--- src/rtl/branch_predict_fetch_pkg.sv ---
// Shared constants, BTB update opcodes and small helpers for the predicted-fetch stage.
package branch_predict_fetch_pkg;

    // 2-bit saturating direction counter encodings
    localparam logic [1:0] CTR_SNT = 2'b00;
    localparam logic [1:0] CTR_WNT = 2'b01;
    localparam logic [1:0] CTR_WT  = 2'b10;
    localparam logic [1:0] CTR_ST  = 2'b11;

    // What the resolving ID instruction does to its BTB entry this cycle
    typedef enum logic [1:0] {
        BTB_NOP,
        BTB_TRAIN,
        BTB_ALLOC,
        BTB_INVAL
    } btb_op_e;

    // Ceiling log2 for elaboration-time sizing
    function automatic int clog2(input int value);
        int result;
        result = 0;
        for (int i = 0; i < 31; i++) begin
            if ((1 << i) < value) begin
                result = i + 1;
            end
        end
        return result;
    endfunction

    // One training step of a saturating counter toward the resolved direction
    function automatic logic [1:0] ctr_step(input logic [1:0] ctr, input logic taken);
        logic [1:0] result;
        result = ctr;
        if (taken && (ctr != CTR_ST)) begin
            result = ctr + 2'd1;
        end else if (!taken && (ctr != CTR_SNT)) begin
            result = ctr - 2'd1;
        end
        return result;
    endfunction

endpackage

--- src/rtl/branch_predict_fetch_btb_ram.sv ---
// BTB entry storage: two async read ports (fetch lookup, ID update lookup) and one sync write port.
// Only valid and ctr are reset; tag and target are don't-care while an entry is invalid.
module branch_predict_fetch_btb_ram
    import branch_predict_fetch_pkg::*;
#(
    parameter int XLEN    = 32,
    parameter int ENTRIES = 16,
    parameter int IDX_W   = 4,
    parameter int TAG_W   = XLEN - IDX_W - 2
) (
    input  logic             clk,
    input  logic             rst_n,
    input  logic [IDX_W-1:0] fetch_idx_i,
    output logic             fetch_valid_o,
    output logic [TAG_W-1:0] fetch_tag_o,
    output logic [XLEN-1:0]  fetch_target_o,
    output logic             fetch_ctr_msb_o,
    input  logic [IDX_W-1:0] upd_idx_i,
    output logic             upd_valid_o,
    output logic [TAG_W-1:0] upd_tag_o,
    output logic [XLEN-1:0]  upd_target_o,
    output logic [1:0]       upd_ctr_o,
    input  logic             wr_en_i,
    input  logic [IDX_W-1:0] wr_idx_i,
    input  logic             wr_valid_i,
    input  logic [TAG_W-1:0] wr_tag_i,
    input  logic [XLEN-1:0]  wr_target_i,
    input  logic [1:0]       wr_ctr_i
);

    logic [ENTRIES-1:0] valid_q;
    logic [1:0]         ctr_q    [ENTRIES];
    logic [TAG_W-1:0]   tag_q    [ENTRIES];
    logic [XLEN-1:0]    target_q [ENTRIES];

    // Valid bits and counters: async reset to empty / weakly-not-taken
    always_ff @(posedge clk or negedge rst_n) begin
        if (!rst_n) begin
            valid_q <= '0;
            for (int i = 0; i < ENTRIES; i++) begin
                ctr_q[i] <= CTR_WNT;
            end
        end else if (wr_en_i) begin
            valid_q[wr_idx_i] <= wr_valid_i;
            ctr_q[wr_idx_i]   <= wr_ctr_i;
        end
    end

    // Tag and target payload: plain write-enabled storage
    always_ff @(posedge clk) begin
        if (wr_en_i) begin
            tag_q[wr_idx_i]    <= wr_tag_i;
            target_q[wr_idx_i] <= wr_target_i;
        end
    end

    assign fetch_valid_o   = valid_q[fetch_idx_i];
    assign fetch_tag_o     = tag_q[fetch_idx_i];
    assign fetch_target_o  = target_q[fetch_idx_i];
    assign fetch_ctr_msb_o = ctr_q[fetch_idx_i][1];

    assign upd_valid_o  = valid_q[upd_idx_i];
    assign upd_tag_o    = tag_q[upd_idx_i];
    assign upd_target_o = target_q[upd_idx_i];
    assign upd_ctr_o    = ctr_q[upd_idx_i];

endmodule

--- src/rtl/branch_predict_fetch.sv ---
// IF stage with a direct-mapped BTB: predicts next PC every cycle, repairs on ID resolution,
// and keeps saturating branch / mispredict statistics.
module branch_predict_fetch
    import branch_predict_fetch_pkg::*;
#(
    parameter int              XLEN        = 32,
    parameter int              BTB_ENTRIES = 16,
    parameter logic [XLEN-1:0] RESET_PC    = '0,
    parameter int              CNT_W       = 16
) (
    input  logic             clk,
    input  logic             rst_n,
    input  logic             stall,
    output logic [XLEN-1:0]  pc_out,
    output logic             pred_taken,
    output logic [XLEN-1:0]  pred_target,
    input  logic             id_valid,
    input  logic [XLEN-1:0]  id_pc,
    input  logic             id_is_branch,
    input  logic             id_taken,
    input  logic [XLEN-1:0]  id_target,
    input  logic             id_pred_taken,
    input  logic [XLEN-1:0]  id_pred_target,
    output logic             flush_ifid,
    output logic [CNT_W-1:0] branch_cnt,
    output logic [CNT_W-1:0] mispred_cnt
);

    localparam int              IDX_W   = clog2(BTB_ENTRIES);
    localparam int              TAG_W   = XLEN - IDX_W - 2;
    localparam logic [XLEN-1:0] PC_STEP = XLEN'(4);

    logic [XLEN-1:0]  pc_q, pc_d;
    logic [CNT_W-1:0] branch_cnt_q, branch_cnt_d;
    logic [CNT_W-1:0] mispred_cnt_q, mispred_cnt_d;

    logic [IDX_W-1:0] fetch_idx;
    logic [TAG_W-1:0] fetch_tag;
    logic             fetch_valid;
    logic [TAG_W-1:0] fetch_tag_rd;
    logic [XLEN-1:0]  fetch_target;
    logic             fetch_ctr_msb;
    logic             fetch_hit;

    logic [IDX_W-1:0] upd_idx;
    logic [TAG_W-1:0] upd_tag;
    logic             upd_valid;
    logic [TAG_W-1:0] upd_tag_rd;
    logic [XLEN-1:0]  upd_target;
    logic [1:0]       upd_ctr;
    logic             upd_hit;

    btb_op_e          btb_op;
    logic             wr_en;
    logic             wr_valid;
    logic [TAG_W-1:0] wr_tag;
    logic [XLEN-1:0]  wr_target;
    logic [1:0]       wr_ctr;

    logic             mispredict;
    logic [XLEN-1:0]  correct_pc;

    branch_predict_fetch_btb_ram #(
        .XLEN    (XLEN),
        .ENTRIES (BTB_ENTRIES),
        .IDX_W   (IDX_W),
        .TAG_W   (TAG_W)
    ) u_btb_ram (
        .clk             (clk),
        .rst_n           (rst_n),
        .fetch_idx_i     (fetch_idx),
        .fetch_valid_o   (fetch_valid),
        .fetch_tag_o     (fetch_tag_rd),
        .fetch_target_o  (fetch_target),
        .fetch_ctr_msb_o (fetch_ctr_msb),
        .upd_idx_i       (upd_idx),
        .upd_valid_o     (upd_valid),
        .upd_tag_o       (upd_tag_rd),
        .upd_target_o    (upd_target),
        .upd_ctr_o       (upd_ctr),
        .wr_en_i         (wr_en),
        .wr_idx_i        (upd_idx),
        .wr_valid_i      (wr_valid),
        .wr_tag_i        (wr_tag),
        .wr_target_i     (wr_target),
        .wr_ctr_i        (wr_ctr)
    );

    // Fetch-side lookup; reads storage as it was before this cycle's update (no bypass)
    assign fetch_idx   = pc_q[IDX_W+1:2];
    assign fetch_tag   = pc_q[XLEN-1:IDX_W+2];
    assign fetch_hit   = fetch_valid && (fetch_tag_rd == fetch_tag);
    assign pred_taken  = fetch_hit && fetch_ctr_msb;
    assign pred_target = fetch_hit ? fetch_target : '0;

    assign upd_idx = id_pc[IDX_W+1:2];
    assign upd_tag = id_pc[XLEN-1:IDX_W+2];
    assign upd_hit = upd_valid && (upd_tag_rd == upd_tag);

    // Mispredict detection: wrong direction, wrong target, or a non-branch that was predicted taken
    always_comb begin
        mispredict = 1'b0;
        if (id_valid) begin
            if (id_is_branch) begin
                if (id_taken != id_pred_taken) begin
                    mispredict = 1'b1;
                end else if (id_taken && (id_target != id_pred_target)) begin
                    mispredict = 1'b1;
                end
            end else if (id_pred_taken) begin
                mispredict = 1'b1;
            end
        end
    end

    assign correct_pc = id_taken ? id_target : (id_pc + PC_STEP);
    assign flush_ifid = mispredict;

    // Choose what the ID-stage instruction does to its BTB slot
    always_comb begin
        btb_op = BTB_NOP;
        if (id_valid && id_is_branch) begin
            if (upd_hit) begin
                btb_op = BTB_TRAIN;
            end else if (id_taken) begin
                btb_op = BTB_ALLOC;
            end
        end else if (id_valid && id_pred_taken) begin
            btb_op = BTB_INVAL;
        end
    end

    // Build the write data; fields not being changed are written back unchanged
    always_comb begin
        wr_en     = 1'b0;
        wr_valid  = upd_valid;
        wr_tag    = upd_tag_rd;
        wr_target = upd_target;
        wr_ctr    = upd_ctr;
        case (btb_op)
            BTB_TRAIN: begin
                wr_en    = 1'b1;
                wr_valid = 1'b1;
                wr_ctr   = ctr_step(upd_ctr, id_taken);
                if (id_taken) begin
                    wr_target = id_target;
                end
            end
            BTB_ALLOC: begin
                wr_en     = 1'b1;
                wr_valid  = 1'b1;
                wr_tag    = upd_tag;
                wr_target = id_target;
                wr_ctr    = CTR_WT;
            end
            BTB_INVAL: begin
                wr_en    = 1'b1;
                wr_valid = 1'b0;
            end
            default: begin
                wr_en = 1'b0;
            end
        endcase
    end

    // Next-PC selection (redirect beats stall) and saturating statistics
    always_comb begin
        pc_d          = pc_q + PC_STEP;
        branch_cnt_d  = branch_cnt_q;
        mispred_cnt_d = mispred_cnt_q;
        if (mispredict) begin
            pc_d = correct_pc;
        end else if (stall) begin
            pc_d = pc_q;
        end else if (pred_taken) begin
            pc_d = pred_target;
        end
        if (id_valid && id_is_branch && !(&branch_cnt_q)) begin
            branch_cnt_d = branch_cnt_q + 1'b1;
        end
        if (mispredict && !(&mispred_cnt_q)) begin
            mispred_cnt_d = mispred_cnt_q + 1'b1;
        end
    end

    // PC and statistics registers
    always_ff @(posedge clk or negedge rst_n) begin
        if (!rst_n) begin
            pc_q          <= RESET_PC;
            branch_cnt_q  <= '0;
            mispred_cnt_q <= '0;
        end else begin
            pc_q          <= pc_d;
            branch_cnt_q  <= branch_cnt_d;
            mispred_cnt_q <= mispred_cnt_d;
        end
    end

    assign pc_out      = pc_q;
    assign branch_cnt  = branch_cnt_q;
    assign mispred_cnt = mispred_cnt_q;

endmodule

--- config.mk ---
export PLATFORM = sky130hd
export DESIGN_NAME = branch_predict_fetch
export DESIGN_NICKNAME = d
export VERILOG_FILES = /design/src/rtl/branch_predict_fetch_pkg.sv /design/src/rtl/branch_predict_fetch_btb_ram.sv /design/src/rtl/branch_predict_fetch.sv
export SDC_FILE = /design/constraint.sdc
export NUM_CORES = 1
export LEC_CHECK = 0
export CAP_MARGIN = 20
export CORE_MARGIN = 1
export CORE_UTILIZATION = 30
export DETAILED_ROUTE_END_ITERATION = 10
export HOLD_SLACK_MARGIN = 0.06
export SLEW_MARGIN = 20
export SYNTH_ARGS = -nofsm -noshare
export SYNTH_HDL_FRONTEND = slang
export SYNTH_SLANG_ARGS = --single-unit
--- constraint.sdc ---
create_clock -name clk -period 5.3 [get_ports clk]
set_clock_uncertainty 0.1 [all_clocks]
set_input_delay 1.325 -clock clk [delete_from_list [all_inputs] [get_ports clk]]
set_output_delay 1.325 -clock clk [all_outputs]
set_load 0.01 [all_outputs]
==> results.sh <==
export IMPL_cts_root_buffer="clkbuf_16"
export IMPL_post_route_cells_drive_above_1_share=0.3275
export IMPL_finalPower_mw=22.58
export IMPL_worstPathRequired_ns=3.88
export IMPL_dp_hpwl_um=108500
export IMPL_cts_buffers=108
export IMPL_num_vias=29343
export IMPL_synth_top_area_cell="edfxtp_1"
export IMPL_ios=201
export IMPL_synth_yosys_warnings=0
export IMPL_slew_violations=0
export IMPL_worstSetupPathType="register to primary output"
export IMPL_seq_area_frac_synth=0.6456
export IMPL_max_slew_margin=0.2516
export IMPL_wl_per_cell_um=28.13
export IMPL_gp_congestion=0.9455
export IMPL_start_kind="register"
export IMPL_cts_hold_buf=0
export IMPL_end_kind="primary output"
export IMPL_grt_max_degree=137
export IMPL_numClockSinks=1040
export IMPL_grt_pass1_wl_um=214000
export IMPL_synth_flop_cell="edfxtp_1"
export IMPL_synthDominantCellAreaShare=0.5862
export IMPL_rows=145
export IMPL_max_stage_delay_ns=0.52
export IMPL_min_period_ns=5.724
export IMPL_viasPerCell=5.417
export IMPL_die_w_um=400.1
export IMPL_drc=0
export IMPL_cp_startpoint="pc_out[2]"
export IMPL_min_delay_path_class="register to register"
export IMPL_cp_data_arrival_time_ns=4.30
export IMPL_worst_slack_ns=-0.4242
export IMPL_rsz0062_at_grt="true"
export IMPL_die_area_um2=160100
export IMPL_clkTransAtPathRegs_ns=0.07
export IMPL_drv_cap=0
export IMPL_critPathMaxFanout=21
export IMPL_max_freq_mhz=174.7
export IMPL_status="finished with violations"
export IMPL_coreArea_um2=156800
export IMPL_antenna_found_initial=10
export IMPL_ys_types=77
export IMPL_setup_viol=33
export IMPL_drt_initial_drc_count=3758
export IMPL_syn_nets=2876
export IMPL_synth_edf_count=928
export IMPL_cts_tree="yes"
export IMPL_drt_pass1_iter_count=6
export IMPL_rr_startpoint="pc_out[2]"
export IMPL_hold_path_startpoint="u_btb_ram.ctr_q[6]"
export IMPL_clock_latency_ns=0.75
export IMPL_cts_buffer_depth=3
export IMPL_areaGrowthSynthToFinish_pct=25.45
export IMPL_period_share=1.080
export IMPL_netlist_instances=2760
export IMPL_dpl_worst_slack_ns=-0.7395
export IMPL_p_leak_nw=20.07
export IMPL_failed_checks="negative setup slack"
export IMPL_synthTopCellsByArea="edfxtp_1 59%, mux4_2 18%, dfrtp_1 5.1%"
export IMPL_htree_num_levels=3
export IMPL_cellPowerDensity_nw_per_um2=378.6
export IMPL_synth_seq_cells=1040
export IMPL_timing_hold_ws_ns=0.3889
export IMPL_syn_area_um2=47540
export IMPL_final_antenna_net_count=0
export IMPL_fp_dieH_um=400.1
export IMPL_hold_violations=0
export IMPL_vdd_ir_drop_max_mv=0.2864
export IMPL_start_util=0.3033
export IMPL_routed_wl_um=152400
export IMPL_overflow=0
export IMPL_path_cells="buf_6 > buf_16 > mux4_2 > mux2i_2 > nor2_1 > o31ai_2 > nand2_1 > or4_4 > nor2_2 > nand3_2 > buf_12 > nor2b_1 > buf_4 > clkdlybuf4s15_2"
export IMPL_cp_slowest_cell="mux4_2"
export IMPL_async_flop_share=0.1077
export IMPL_grt_pass1_vias=28846
export IMPL_avgSynthCellArea_um2=17.22
export IMPL_worstMarginPinSlew_ns=1.123
export IMPL_nets=3378
export IMPL_grt_usage=0.1888
export IMPL_port_buffers=200
-- layout by cell type, fill, tap and decap left out, types with 11 or more instances in the layout --
cell type | synthesis | final
a21oi_1 | 82 | 80
a22o_1 | 15 | 15
a22oi_1 | 28 | 25
and2_1 | 10 | 11
and3_1 | 18 | 17
buf_12 | 0 | 106
buf_2 | 44 | 15
buf_4 | 18 | 255
bufinv_16 | 0 | 13
clkbuf_1 | 81 | 12
clkbuf_16 | 0 | 111
clkdlybuf4s15_2 | 0 | 15
clkdlybuf4s50_1 | 0 | 160
clkinv_1 | 1 | 14
clkinv_2 | 0 | 22
clkinvlp_4 | 0 | 15
dfrtp_1 | 96 | 92
dfstp_2 | 16 | 16
edfxtp_1 | 928 | 928
inv_1 | 36 | 32
mux2_2 | 39 | 39
mux2i_1 | 122 | 120
mux4_2 | 375 | 375
nand2_1 | 137 | 133
nand2b_1 | 15 | 15
nand3_1 | 53 | 50
nand4_1 | 31 | 31
nor2_1 | 142 | 113
nor2_4 | 0 | 28
nor2b_1 | 44 | 37
nor3_1 | 37 | 36
o21ai_0 | 49 | 46
o21ai_1 | 13 | 15
o22ai_1 | 11 | 11
xnor2_1 | 101 | 99
xor2_1 | 28 | 28
-- what timing repair did --
| item | CTS | global route |
|---|---|---|
| pin swaps | 9 | 12 |
| gates cloned | 2 | 2 |
| gates resized for setup | 145 | 20 |
| setup endpoints to repair | 33 | 775 |
| buffers inserted | 16 | 9 |
-- logic make-up after synthesis --
kind of cell	Yosys count	share of synthesized area
DFF	1040	0.6456
muxes	536	0.2126
and+or+nand+nor	535	0.05445
AOI/OAI and AO/OA	294	0.04032
buffers and inverters	213	0.01990
xor gates and xnor gates	129	0.02377
adders and majority gates	13	0.003422
-- registers in the layout, summed over array words and instances, names as in the netlist --
| register | flops |
|---|---|
| u_btb_ram.target_q | 512 |
| branch_cnt | 16 |
| u_btb_ram.tag_q | 416 |
| u_btb_ram.valid_q | 16 |
| u_btb_ram.ctr_q | 32 |
| mispred_cnt | 16 |
| pc_out | 32 |
-- worst paths after layout --
path                                       to  slack (ns)  cells past startpoint
max                            pred_target[2]       -0.42                     14
min                        u_btb_ram.ctr_q[6]        0.39                      2
max reg2reg                         pc_out[1]        0.42                     17
max in group asynchronous           pc_out[3]        3.52                      2
min reg2reg                u_btb_ram.ctr_q[6]        0.39                      2
min in group asynchronous      mispred_cnt[4]        0.61                      1
-- cell usage after synthesis (all sizes together), types with 8 or more instances --
master / n
xnor2: 101
nand2b: 15
a211oi: 8
and2: 11
o22ai: 11
nor3: 37
mux4: 375
nor2b: 44
nand3: 53
ha: 13
mux2: 39
or3: 8
and3: 18
a22o: 15
a22oi: 28
clkbuf: 82
o21a: 10
xor2: 28
a21oi: 82
mux2i: 122
edfxtp: 928
dfrtp: 96
nand4: 31
o21ai: 62
nor4: 8
nand2: 137
dfstp: 16
o211ai: 8
a31oi: 10
inv: 37
buf: 93
nor2: 142
-- report_power, final --
part           leakage [nW]  internal (mW)  switching (mW)
sequential             9.70           9.31           0.305
combinational          8.61           2.35            2.79
clock                  1.76           4.47            3.36
total                  20.1           16.1            6.45
-- through the flow --
step | std cells | TNS [ns] | utilization | instance area [um^2]
finish | 5417 | -10.29 | 0.3805 | 59640
global route | 5417 | -14.53 | 0.3805 | 59640
CTS | 5402 | -11.44 | 0.3797 | 59510
detailed placement | 5184 | -789.09 | 0.3538 | 55460
global placement | 5184 | -715.27 | 0.3538 | 55460
floorplan | 2760 | 0 | - | 47930
-- final cells by class --
cell class,count,area [um^2]
Inverter,38,152.6
Multi-Input combinational cell,1507,16370
Tap cell,2058,2575
Clock inverter,79,894.6
Clock buffer,122,2786
Antenna cell,6,15.01
Fill cell,14456,97110
Sequential cell,1040,30700
Timing Repair Buffer,567,6138
-- layer usage --
layer,vias up,GRT usage,part of all wire
met2,1571,0.2876,0.45
met1,15368,0.2645,0.41
met5,-,0,0.000085
met3,199,0.05818,0.11
met4,2,0.03931,0.021
li1,12203,-,-
-- critical path, delay by kind of cell, from the launching register on --
kind                   cells  cell delay (ns)
DFF                        1             0.48
AOI/OAI and AO/OA          1             0.32
buffers and inverters      5             0.87
and+or+nand+nor            6             1.03
muxes                      2             0.81
(Power assumes the default switching activity.)
